**config.mk**
```make
export PLATFORM = sky130hd
export DESIGN_NAME = rob_commit_ctrl_flat
export DESIGN_NICKNAME = d
export VERILOG_FILES = /design/src/rtl/rob_commit_ctrl_if.sv /design/src/rtl/rob_commit_ctrl.sv /design/src/flat_wrapper.sv
export SDC_FILE = /design/constraint.sdc
export NUM_CORES = 1
export LEC_CHECK = 0
export BUFFER_PORTS_ARGS = -buffer_cell sky130_fd_sc_hd__buf_2
export CAP_MARGIN = 10
export CORE_MARGIN = 5
export CORE_UTILIZATION = 58
export DETAILED_ROUTE_END_ITERATION = 10
export GPL_TIMING_DRIVEN = 0
export PLACE_DENSITY = 0.95
export SETUP_SLACK_MARGIN = 0.1
export SYNTH_ARGS = -nofsm -noshare
export SYNTH_HDL_FRONTEND = slang
export SYNTH_SLANG_ARGS = --single-unit
```
**constraint.sdc**
```tcl
create_clock -name clk -period 6.95 [get_ports clk]
set_input_delay 0 -clock clk [delete_from_list [all_inputs] [get_ports clk]]
set_output_delay 0 -clock clk [all_outputs]
set_load 0.01 [all_outputs]
```
**src/rtl/rob_commit_ctrl_if.sv**
```systemverilog
// Dispatch / writeback / commit / redirect bundle of the ROB commit controller.
// master = pipeline and PC buffer side, slave = rob_commit_ctrl.
`ifndef RobDepth
`define RobDepth 8
`endif
`ifndef AddrWidth
`define AddrWidth 32
`endif

interface rob_commit_ctrl_if #(
  parameter int DEPTH  = `RobDepth,
  parameter int COMMIT = 2,
  parameter int WB     = 2,
  parameter int DATA   = `AddrWidth
);
  localparam int ADDR = $clog2(DEPTH);
  localparam int CW   = $clog2(COMMIT) + 1;

  logic                     alloc_en;
  logic [ADDR-1:0]          alloc_id;
  logic                     full;
  logic [WB-1:0]            wb_en;
  logic [WB-1:0][ADDR-1:0]  wb_id;
  logic [WB-1:0]            wb_exc;
  logic [COMMIT-1:0]        commit_en;
  logic [CW-1:0]            commit_num;
  logic [ADDR-1:0]          redirect_id;
  logic [DATA-1:0]          redirect_pc;
  logic                     exc_valid;
  logic [DATA-1:0]          exc_pc;

  modport master (
    output alloc_en, wb_en, wb_id, wb_exc, redirect_pc,
    input  alloc_id, full, commit_en, commit_num, redirect_id, exc_valid, exc_pc
  );

  modport slave (
    input  alloc_en, wb_en, wb_id, wb_exc, redirect_pc,
    output alloc_id, full, commit_en, commit_num, redirect_id, exc_valid, exc_pc
  );
endinterface

```
**src/rtl/rob_commit_ctrl.sv**
```systemverilog
// In-order ROB commit controller: ID allocation, completion tracking, multi-retire and
// exception capture/flush. Optional ROB_COMMIT_STALL_CNT_EN adds a saturating stall_cnt output.
`ifndef RobDepth
`define RobDepth 8
`endif
`ifndef AddrWidth
`define AddrWidth 32
`endif

module rob_commit_ctrl #(
  parameter int DEPTH  = `RobDepth,
  parameter int COMMIT = 2,
  parameter int WB     = 2,
  parameter int DATA   = `AddrWidth
) (
  input  logic                clk,
  input  logic                reset,
  input  logic                flush,
  rob_commit_ctrl_if.slave    rob
`ifdef ROB_COMMIT_STALL_CNT_EN
  ,
  output logic [31:0]         stall_cnt
`endif
);
  localparam int ADDR  = $clog2(DEPTH);
  localparam int CW    = $clog2(COMMIT) + 1;
  localparam int CNT_W = ADDR + 1;

  typedef enum logic [1:0] {RUN, CAPTURE, FLUSH} state_t;

  state_t            state, state_next;
  logic [ADDR-1:0]   head, tail, head_n, tail_n;
  logic [CNT_W-1:0]  count, count_n;
  logic [DEPTH-1:0]  valid, done, exc;
  logic [DEPTH-1:0]  valid_n, done_n, exc_n;
  logic [DATA-1:0]   exc_pc_q;
  logic              exc_valid_q;
  logic [COMMIT-1:0] commit_en;
  logic [CW-1:0]     commit_num;
  logic [ADDR-1:0]   slot_id [COMMIT];
  logic              full, alloc_ok, tail_exc;

  assign full     = (count == CNT_W'(DEPTH)) || (state != RUN);
  assign alloc_ok = rob.alloc_en && !full;
  assign tail_exc = (state == RUN) && (count != '0) && valid[tail] && done[tail] && exc[tail];

  // Retire slots form a prefix: a slot commits only if every older slot does too.
  // NOTE: every variable written in always_comb gets a default first so no latch is inferred.
  always_comb begin
    logic chain;
    commit_en  = '0;
    commit_num = '0;
    chain      = (state == RUN);
    for (int k = 0; k < COMMIT; k++) begin
      slot_id[k]   = ADDR'((int'(tail) + k) % DEPTH);
      chain        = chain && (k < int'(count)) && valid[slot_id[k]]
                     && done[slot_id[k]] && !exc[slot_id[k]];
      commit_en[k] = chain;
      if (chain) commit_num = commit_num + CW'(1);
    end
  end

  always_comb begin
    valid_n = valid;
    done_n  = done;
    exc_n   = exc;
    for (int i = 0; i < WB; i++) begin
      if (state == RUN && rob.wb_en[i] && int'(rob.wb_id[i]) < DEPTH && valid[rob.wb_id[i]]) begin
        done_n[rob.wb_id[i]] = 1'b1;
        if (rob.wb_exc[i]) exc_n[rob.wb_id[i]] = 1'b1;
      end
    end
    for (int k = 0; k < COMMIT; k++) begin
      if (commit_en[k]) valid_n[slot_id[k]] = 1'b0;
    end
    // The head slot is never the target of a same-cycle commit, so set/clear order is safe.
    if (alloc_ok) begin
      valid_n[head] = 1'b1;
      done_n[head]  = 1'b0;
      exc_n[head]   = 1'b0;
    end
    head_n  = alloc_ok ? ((head == ADDR'(DEPTH - 1)) ? '0 : head + ADDR'(1)) : head;
    tail_n  = ADDR'((int'(tail) + int'(commit_num)) % DEPTH);
    count_n = CNT_W'(int'(count) + int'(alloc_ok) - int'(commit_num));
  end

  always_comb begin
    state_next = state;
    unique case (state)
      RUN:     if (tail_exc) state_next = CAPTURE;
      CAPTURE: state_next = FLUSH;
      FLUSH:   state_next = RUN;
      default: state_next = RUN;
    endcase
  end

  // NOTE: valid/done/exc are control flags and must be reset; PCs live in the PC buffer,
  // so there is no payload array here that would need (or want) a reset.
  // NOTE: sequential state uses non-blocking assignments only.
  always_ff @(posedge clk) begin
    if (reset || flush || state == FLUSH) begin
      head  <= '0;
      tail  <= '0;
      count <= '0;
      valid <= '0;
      done  <= '0;
      exc   <= '0;
    end else begin
      head  <= head_n;
      tail  <= tail_n;
      count <= count_n;
      valid <= valid_n;
      done  <= done_n;
      exc   <= exc_n;
    end
  end

  // exc_pc survives an external flush so software can still inspect the last fault.
  always_ff @(posedge clk) begin
    if (reset) begin
      state       <= RUN;
      exc_valid_q <= 1'b0;
      exc_pc_q    <= '0;
    end else if (flush) begin
      state       <= RUN;
      exc_valid_q <= 1'b0;
    end else begin
      state       <= state_next;
      exc_valid_q <= (state == CAPTURE);
      if (state == CAPTURE) exc_pc_q <= rob.redirect_pc;
    end
  end

`ifdef ROB_COMMIT_STALL_CNT_EN
  always_ff @(posedge clk) begin
    if (reset) begin
      stall_cnt <= '0;
    end else if (state == RUN && count != '0 && commit_num == '0 && stall_cnt != '1) begin
      stall_cnt <= stall_cnt + 32'd1;
    end
  end
`endif

  assign rob.alloc_id    = head;
  assign rob.full        = full;
  assign rob.commit_en   = commit_en;
  assign rob.commit_num  = commit_num;
  assign rob.redirect_id = tail;
  assign rob.exc_valid   = exc_valid_q;
  assign rob.exc_pc      = exc_pc_q;
endmodule

```
**src/flat_wrapper.sv**
```systemverilog
// flat-port wrapper written by rule: the top's interface ports become plain ports
module rob_commit_ctrl_flat 
#(
  parameter int DEPTH  = `RobDepth,
  parameter int COMMIT = 2,
  parameter int WB     = 2,
  parameter int DATA   = `AddrWidth
)
  (clk, reset, flush, rob_alloc_en, rob_wb_en, rob_wb_id, rob_wb_exc, rob_redirect_pc, rob_alloc_id, rob_full, rob_commit_en, rob_commit_num, rob_redirect_id, rob_exc_valid, rob_exc_pc);
  rob_commit_ctrl_if #(.DEPTH(DEPTH), .COMMIT(COMMIT), .WB(WB), .DATA(DATA)) rob_i ();
  input  logic clk;
  input  logic reset;
  input  logic flush;
  input wire logic [$bits(rob_i.alloc_en)-1:0] rob_alloc_en;
  input wire logic [$bits(rob_i.wb_en)-1:0] rob_wb_en;
  input wire logic [$bits(rob_i.wb_id)-1:0] rob_wb_id;
  input wire logic [$bits(rob_i.wb_exc)-1:0] rob_wb_exc;
  input wire logic [$bits(rob_i.redirect_pc)-1:0] rob_redirect_pc;
  output wire logic [$bits(rob_i.alloc_id)-1:0] rob_alloc_id;
  output wire logic [$bits(rob_i.full)-1:0] rob_full;
  output wire logic [$bits(rob_i.commit_en)-1:0] rob_commit_en;
  output wire logic [$bits(rob_i.commit_num)-1:0] rob_commit_num;
  output wire logic [$bits(rob_i.redirect_id)-1:0] rob_redirect_id;
  output wire logic [$bits(rob_i.exc_valid)-1:0] rob_exc_valid;
  output wire logic [$bits(rob_i.exc_pc)-1:0] rob_exc_pc;
  assign rob_i.alloc_en = rob_alloc_en;
  assign rob_i.wb_en = rob_wb_en;
  assign rob_i.wb_id = rob_wb_id;
  assign rob_i.wb_exc = rob_wb_exc;
  assign rob_i.redirect_pc = rob_redirect_pc;
  assign rob_alloc_id = rob_i.alloc_id;
  assign rob_full = rob_i.full;
  assign rob_commit_en = rob_i.commit_en;
  assign rob_commit_num = rob_i.commit_num;
  assign rob_redirect_id = rob_i.redirect_id;
  assign rob_exc_valid = rob_i.exc_valid;
  assign rob_exc_pc = rob_i.exc_pc;
  rob_commit_ctrl #(.DEPTH(DEPTH), .COMMIT(COMMIT), .WB(WB), .DATA(DATA)) u_core (.clk(clk), .reset(reset), .flush(flush), .rob(rob_i));
endmodule
```
==> results by group, run 1 <==
Run status
  • Status: complete, no violations

Yosys
  • Yosys top cell by area: dfxtp_1
  • Mapped Avg Cell Area: 8.33 µm²
  • Yosys reg bits: 69
  • Top_reg_cell synth: dfxtp_1
  • Syn Nets: 497
  • Area of the mapped netlist: 3640 µm²
  • Ys async rst share: 0
  • Seq/Total Area, Yosys: 0.379
  • Post-Syn Instances: 437
  • Share of the synthesized area in the top cell type: 0.379
  • Top cells by area, synth: dfxtp_1 38%, nand2_1 8.1%, a21oi_1 6.9%, ha_1 4.1%, mux2i_1 2.7%
  • EDFF count, synth: 0
  • Yosys cell types: 65
  • Yosys warns: 0

Clock tree
  • CTS sink cnt: 69
  • Post_cts resized: 0
  • CTS HTree Levels: 3
  • CTS tree: built
  • Root buffer cell: clkbuf_8
  • Setup bufs post-CTS: 0
  • Clock Pin Slew Worst Setup and Hold Paths: approximately 0.090 ns
  • TritonCTS Buffers: 9
  • Maximum clock path buffer count: 2
  • Clk Latency, worst-skew pair: 0.37 ns

Critical path
  • Critical path's top delay family: adder cells
  • CP Max Fanout: 10
  • Reg2Reg Setup Slack: 2.91 ns
  • Crit-path max cell delay: 0.45 ns
  • CP bufs+invs: 4
  • Startpoint types: register
  • Crit path kind: reg -> reg
  • CP Cell Sequence: buf_6 > buf_4 > mux2i_1 > nor3_1 > a211o_1 > or2_1 > buf_6 > nor2_2 > and3_1 > ha_1 > inv_1 > ha_1 > ha_1 > a21o_1 > a21oi_1 > xnor2_1 > nor2_1
  • Critical Path RT: approximately 7 ns
  • Slowest-stage cell, CP: dfxtp_1
  • CP endpoint kind: register
  • Crit path DAT: 4.27 ns
  • Crit path top cell by count: ha_1

STA
  • Setup Skew: 0.0184 ns
  • RSZ-0062 raised after global routing: no
  • Worst rel slew slack: 0.469
  • Hold Vio Cnt, Final: 0
  • Max Slew Vio Count: 0
  • Fmax: 247 MHz
  • Final TNS setup: 0 ns
  • Least-Margin Pin Slew: 0.793 ns
  • Period utilization: 0.582
  • Final Setup Violations: 0
  • Setup WS post-layout: 2.91 ns
  • Min Clock Period, post-route: 4.04 ns

Route
  • Avg WL per Cell: 20.8 µm
  • Drt drc: 0
  • Via density: 6.54
  • Initial DRC Count: 641
  • Vias post-DR: 4,265
  • TritonRoute pass-1 iters: 8
  • Final wirelength: 13,600 µm
  • Antenna Nets Post-Route: 0

Floorplanning
  • Die H: about 89 µm
  • I/O Pins: 90
  • Core ar.: 6030 µm²
  • Die Wd: 89.2 µm
  • Die area: 7960 µm²
  • Rows: 28
  • Effective utilization at floorplan: 0.604

Global routing
  • First-pass GRT wire length: roughly 21,000 µm
  • GR Overflow Total: 0
  • Antenna violations before repair: 0
  • Largest net degree at the start of global routing: 15
  • Vias in the first global route: roughly 4,300
  • Total track usage: 0.351

Power
  • Clock power frac: 0.429
  • Switching Fraction: 0.266
  • Internal: 601 µW
  • Sequential group share of total power: 0.487
  • Combinational share of power: 0.085
  • Leakage: 1.94 nW
  • Psw: ~220 µW
  • Worst vdd ir: 0.000224 V
  • P per Cell Area: between 150 and 200 nW/µm²

Final layout
  • Number of diodes: 0
  • Layout cells sized above 1: 0.218
  • Layout area overhead: 30.2%
  • Final #Nets: 632
  • Final core utilization: 0.787
  • Most common cell after layout, fill and taps aside: buf_2
  • Most frequent cells in the layout: 90 x buf_2, 79 x nand2_1, 69 x dfxtp_1

Place
  • Gpl congestion: roughly 1.0
  • Post-Place Worst Slack: 3.15 ns
  • Count of buffers from port buffering: 88
  • DPL Wire Length: 8350 µm

Job
  • Max_cap viols: 0

Min path
  • Hold WC Path Type: in -> reg
power groups by stage:
stage / Sequential, mW / Combinational [mW] / Clock [mW]
after floorplan: 0.407 / 0.0257 / 0
after global placement: 0.408 / 0.0470 / 0
after detailed placement: 0.408 / 0.0487 / 0
after CTS: 0.398 / 0.0641 / 0.348
after global routing: 0.399 / 0.0742 / 0.369
final: 0.399 / 0.0692 / 0.351
kinds of logic after synthesis:
family | Yosys count | synth area share
flops | 69 | 0.379
mux | 16 | 0.0553
fa+ha+maj | 14 | 0.0522
xor+xnor | 5 | 0.0120
simple gates | 189 | 0.264
buf+inv | 35 | 0.0440
compound gates | 109 | 0.193
layer usage:
layer	wire length (µm)	GRT usage
met1	4700	0.388
met2	6360	0.587
met3	1560	0.107
met4	960	0.214
met5	0	0
layout make-up:
class                   count  area [µm²]
fillers                   371        1280
multi-input cells         333        2100
well taps                  75        93.8
plain buffers              25         123
clock buffers               9         124
inverters                  10        37.5
clock inverters             7        81.3
flip-flops and latches     69        1380
repair buffers            124         801
synthesized netlist by cell type (3+ instances only):
cell      number
a211oi_1       8
inv_1          9
and4b_1        3
a21oi_1       50
dfxtp_1       69
and3_1         5
nand2_1       79
a31oi_1        5
mux2i_1       10
nand3_1       11
nor2_1        26
nor4bb_1       3
nor3b_1        3
clkbuf_1      16
nand3b_1       4
o21ai_1        3
buf_4          3
and2_1        11
o21ai_0        9
nor3_1        13
ha_1          12
o221ai_1       3
nand4_1        3
a221oi_1       9
nor2b_1        8
xnor2_1        4
a211o_1        3
nand2b_1       4
mux4_2         3
per-stage QoR:
stage / hold WS, ns / instances / instance area, µm² / power, mW
2_1_floorplan: 0.0793 / 437 / 3640 / 0.433
3_3_place_gp: 0.225 / 600 / 4180 / 0.455
3_5_place_dp: 0.236 / 600 / 4180 / 0.457
4_1_cts: 0.0898 / 652 / 4740 / 0.811
5_1_grt: 0.148 / 652 / 4740 / 0.842
6_report: 0.110 / 652 / 4740 / 0.819
sequential cells by signal (all words and copies together), names as in the netlist:
name,flops
u_core.rob.exc_pc,32
u_core.done,8
u_core.exc,8
u_core.valid,8
u_core.count,4
u_core.rob.alloc_id,3
u_core.rob.redirect_id,3
u_core.state,2
u_core.rob.exc_valid,1
worst min-delay path, cell delays in order:
cell and delay (ns):
buf_2 0.11, and2_1 0.14, a21oi_1 0.07, a21oi_1 0.11
what timing repair did:
action,4_1_cts,5_1_grt
hold buffers,36,0
endpoints found under the setup margin,0,0
endpoints found under the hold margin,39,0
worst paths after layout:
path                                                           start                           endpoint  cells after the start
worst min-delay path                                   rob_wb_exc[1]           u_core.exc[5]$_SDFF_PP0_                      4
worst min register to register     u_core.rob.exc_pc[8]$_SDFFE_PP0P_  u_core.rob.exc_pc[8]$_SDFFE_PP0P_                      2
worst max-delay path            u_core.rob.redirect_id[1]$_SDFF_PP0_         u_core.count[3]$_SDFF_PP0_                     17
worst max register to register  u_core.rob.redirect_id[1]$_SDFF_PP0_         u_core.count[3]$_SDFF_PP0_                     17
No activity file was read; power rests on OpenSTA's default activity.
==> run 2: changes to the inputs <==
Settings changed: CORE_UTILIZATION 58 to 53, PLACE_DENSITY 0.95 to 0.88.
Clock period 6.95 ns to 3.9 ns, I/O delays scaled along.
==> results by group, run 2 (same netlist as run 1, synthesis figures left out) <==
STA
  • Max Slew Vio Count: 0
  • Fmax: 274 MHz
  • Worst rel slew slack: 0.495
  • Final Setup Violations: 0
  • Setup Skew: ~0.010 ns
  • Period utilization: 0.935
  • Setup WS post-layout: 0.252 ns
  • Hold Vio Cnt, Final: 0
  • Worst hold slack: 0.127 ns
  • Final TNS setup: 0 ns
  • Least-Margin Pin Slew: 0.752 ns
  • RSZ-0062 raised after global routing: no
  • Min Clock Period, post-route: between 3 and 4 ns

Global routing
  • Antenna violations before repair: 0
  • Total track usage: 0.279
  • Vias in the first global route: 3,924
  • First-pass GRT wire length: around 19,000 µm
  • Largest net degree at the start of global routing: 16
  • Busiest layer in global routing: met2
  • Met3 Use GR: 0.0650
  • M1 GR Usage: 0.355
  • Grt met2 use: 0.441
  • GR Overflow Total: 0

Final layout
  • Footprint of the multi-input gates: 2110 µm²
  • Layout area overhead: 30.3%
  • Reg area: 1380 µm²
  • Most frequent cells in the layout: 89 x buf_2, 79 x nand2_1, 67 x dfxtp_1
  • Final core utilization: 0.702
  • Most common cell after layout, fill and taps aside: buf_2
  • Fillers: 503
  • Final Instance Area: about 4700 µm²
  • Final std cells w/o fill: ~660
  • Layout cells sized above 1: 0.227
  • Number of flip-flops in the largest register: 32
  • Final #Nets: about 630

Critical path
  • Critical Path RT: roughly 4.1 ns
  • Stages on the worst setup path: 14
  • Crit path kind: reg -> reg
  • Crit path DAT: 3.86 ns
  • Slowest-stage cell, CP: xor2_1
  • CP Cell Sequence: buf_4 > buf_4 > xor2_1 > nand2_1 > o21ai_2 > nor2_4 > and3_1 > ha_2 > ha_1 > inv_1 > ha_1 > fa_1 > xnor2_1 > nor2_1
  • CP endpoint kind: register
  • CP bufs+invs: 3
  • CP Max Fanout: 10
  • Critical path's top delay family: adder cells
  • Crit-path max cell delay: 0.57 ns
  • Reg2Reg Depth: 14
  • Startpoint types: register

Route
  • Via density: 6.09
  • Drt drc: 0
  • TritonRoute pass-1 iters: 5
  • Avg WL per Cell: 18.1 µm
  • Antenna Nets Post-Route: 0
  • Final wirelength: 11,900 µm
  • Vias post-DR: ~4,000
  • Initial DRC Count: between 300 and 400

Clock tree
  • CTS tree: built
  • CTS sink cnt: 69
  • TritonCTS Buffers: 9
  • CTS HTree Levels: 3
  • Clock Pin Slew Worst Setup and Hold Paths: approximately 0.09 ns
  • Maximum clock path buffer count: 2
  • Setup bufs post-CTS: 0
  • Clk Latency, worst-skew pair: 0.34 ns
  • Root buffer cell: clkbuf_8

Run status
  • Status: complete, no violations

Floorplanning
  • Die Wd: 92.9 µm
  • Effective utilization at floorplan: 0.539
  • Die H: 92.9 µm
  • Rows: 30
  • Core ar.: 6760 µm²
  • Die area: ~8600 µm²
  • I/O Pins: 90

Place
  • Cells after DPL: 605
  • Post-DP Area: around 4200 µm²
  • Post-Place Worst Slack: 0.168 ns
  • Count of buffers from port buffering: 88
  • Gpl congestion: roughly 1.0
  • DPL Wire Length: 7950 µm

Min path
  • Hold WC Path Type: in -> reg
  • Worst Hold Path Cells: 4

Power
  • P per Cell Area: 290 nW/µm²
  • Worst vdd ir: 0.000248 V
  • Power Total: 1.38 mW
  • Leakage: 1.92 nW

Job
  • Max_cap viols: 0
[run 2: path summary, 6_finish.rpt]
kind / from / to / slack, ns
worst max-delay path: u_core.rob.redirect_id[2]$_SDFF_PP0_ / u_core.count[2]$_SDFF_PP0_ / 0.25
worst min-delay path: rob_wb_exc[1] / u_core.exc[2]$_SDFF_PP0_ / 0.13
worst max register to register: u_core.rob.redirect_id[2]$_SDFF_PP0_ / u_core.count[2]$_SDFF_PP0_ / 0.25
worst min register to register: u_core.rob.exc_pc[14]$_SDFFE_PP0P_ / u_core.rob.exc_pc[14]$_SDFFE_PP0P_ / 0.46
[run 2: worst reg2reg max path, delay by kind of cell (launching register included)]
| kind | cells | cell delay, ns |
|---|---|---|
| adder cells (fa/ha/maj) | 4 | 1.14 |
| XOR/XNOR | 2 | 0.73 |
| AND/OR/NAND/NOR | 4 | 0.54 |
| buffers and inverters | 3 | 0.45 |
| flip-flops | 1 | 0.34 |
| AO/OA/AOI/OAI | 1 | 0.31 |
[run 2: final cells by class]
cell class	count	area share
Inverter	10	0.00791
Clock inverter	7	0.0132
Antenna cell	1	0.000527
Clock buffer	9	0.0261
Multi-Input combinational cell	333	0.446
Sequential cell	69	0.292
Timing Repair Buffer	123	0.167
Buffer	25	0.0272
Tap cell	80	0.0211
[run 2: per-layer routing]
layer	vias up	part of all wire	routed length, µm
met5	-	0	0
met3	45	0.11	1300
met2	267	0.46	5510
li1	1840	-	-
met1	1850	0.39	4630
met4	0	0.039	467
[run 2: repair_timing]
item	in CTS	in global routing
endpoints found under the hold margin	38	0
endpoints found under the setup margin	0	3
resized for setup	0	8
hold buffers	35	0
[run 2: power by group]
| group | total, mW | switching (mW) | internal [mW] |
|---|---|---|---|
| clock network | 0.547 | 0.303 | 0.244 |
| logic | 0.119 | 0.0599 | 0.0594 |
| registers | 0.710 | 0.00372 | 0.707 |
| total | 1.38 | 0.367 | 1.01 |
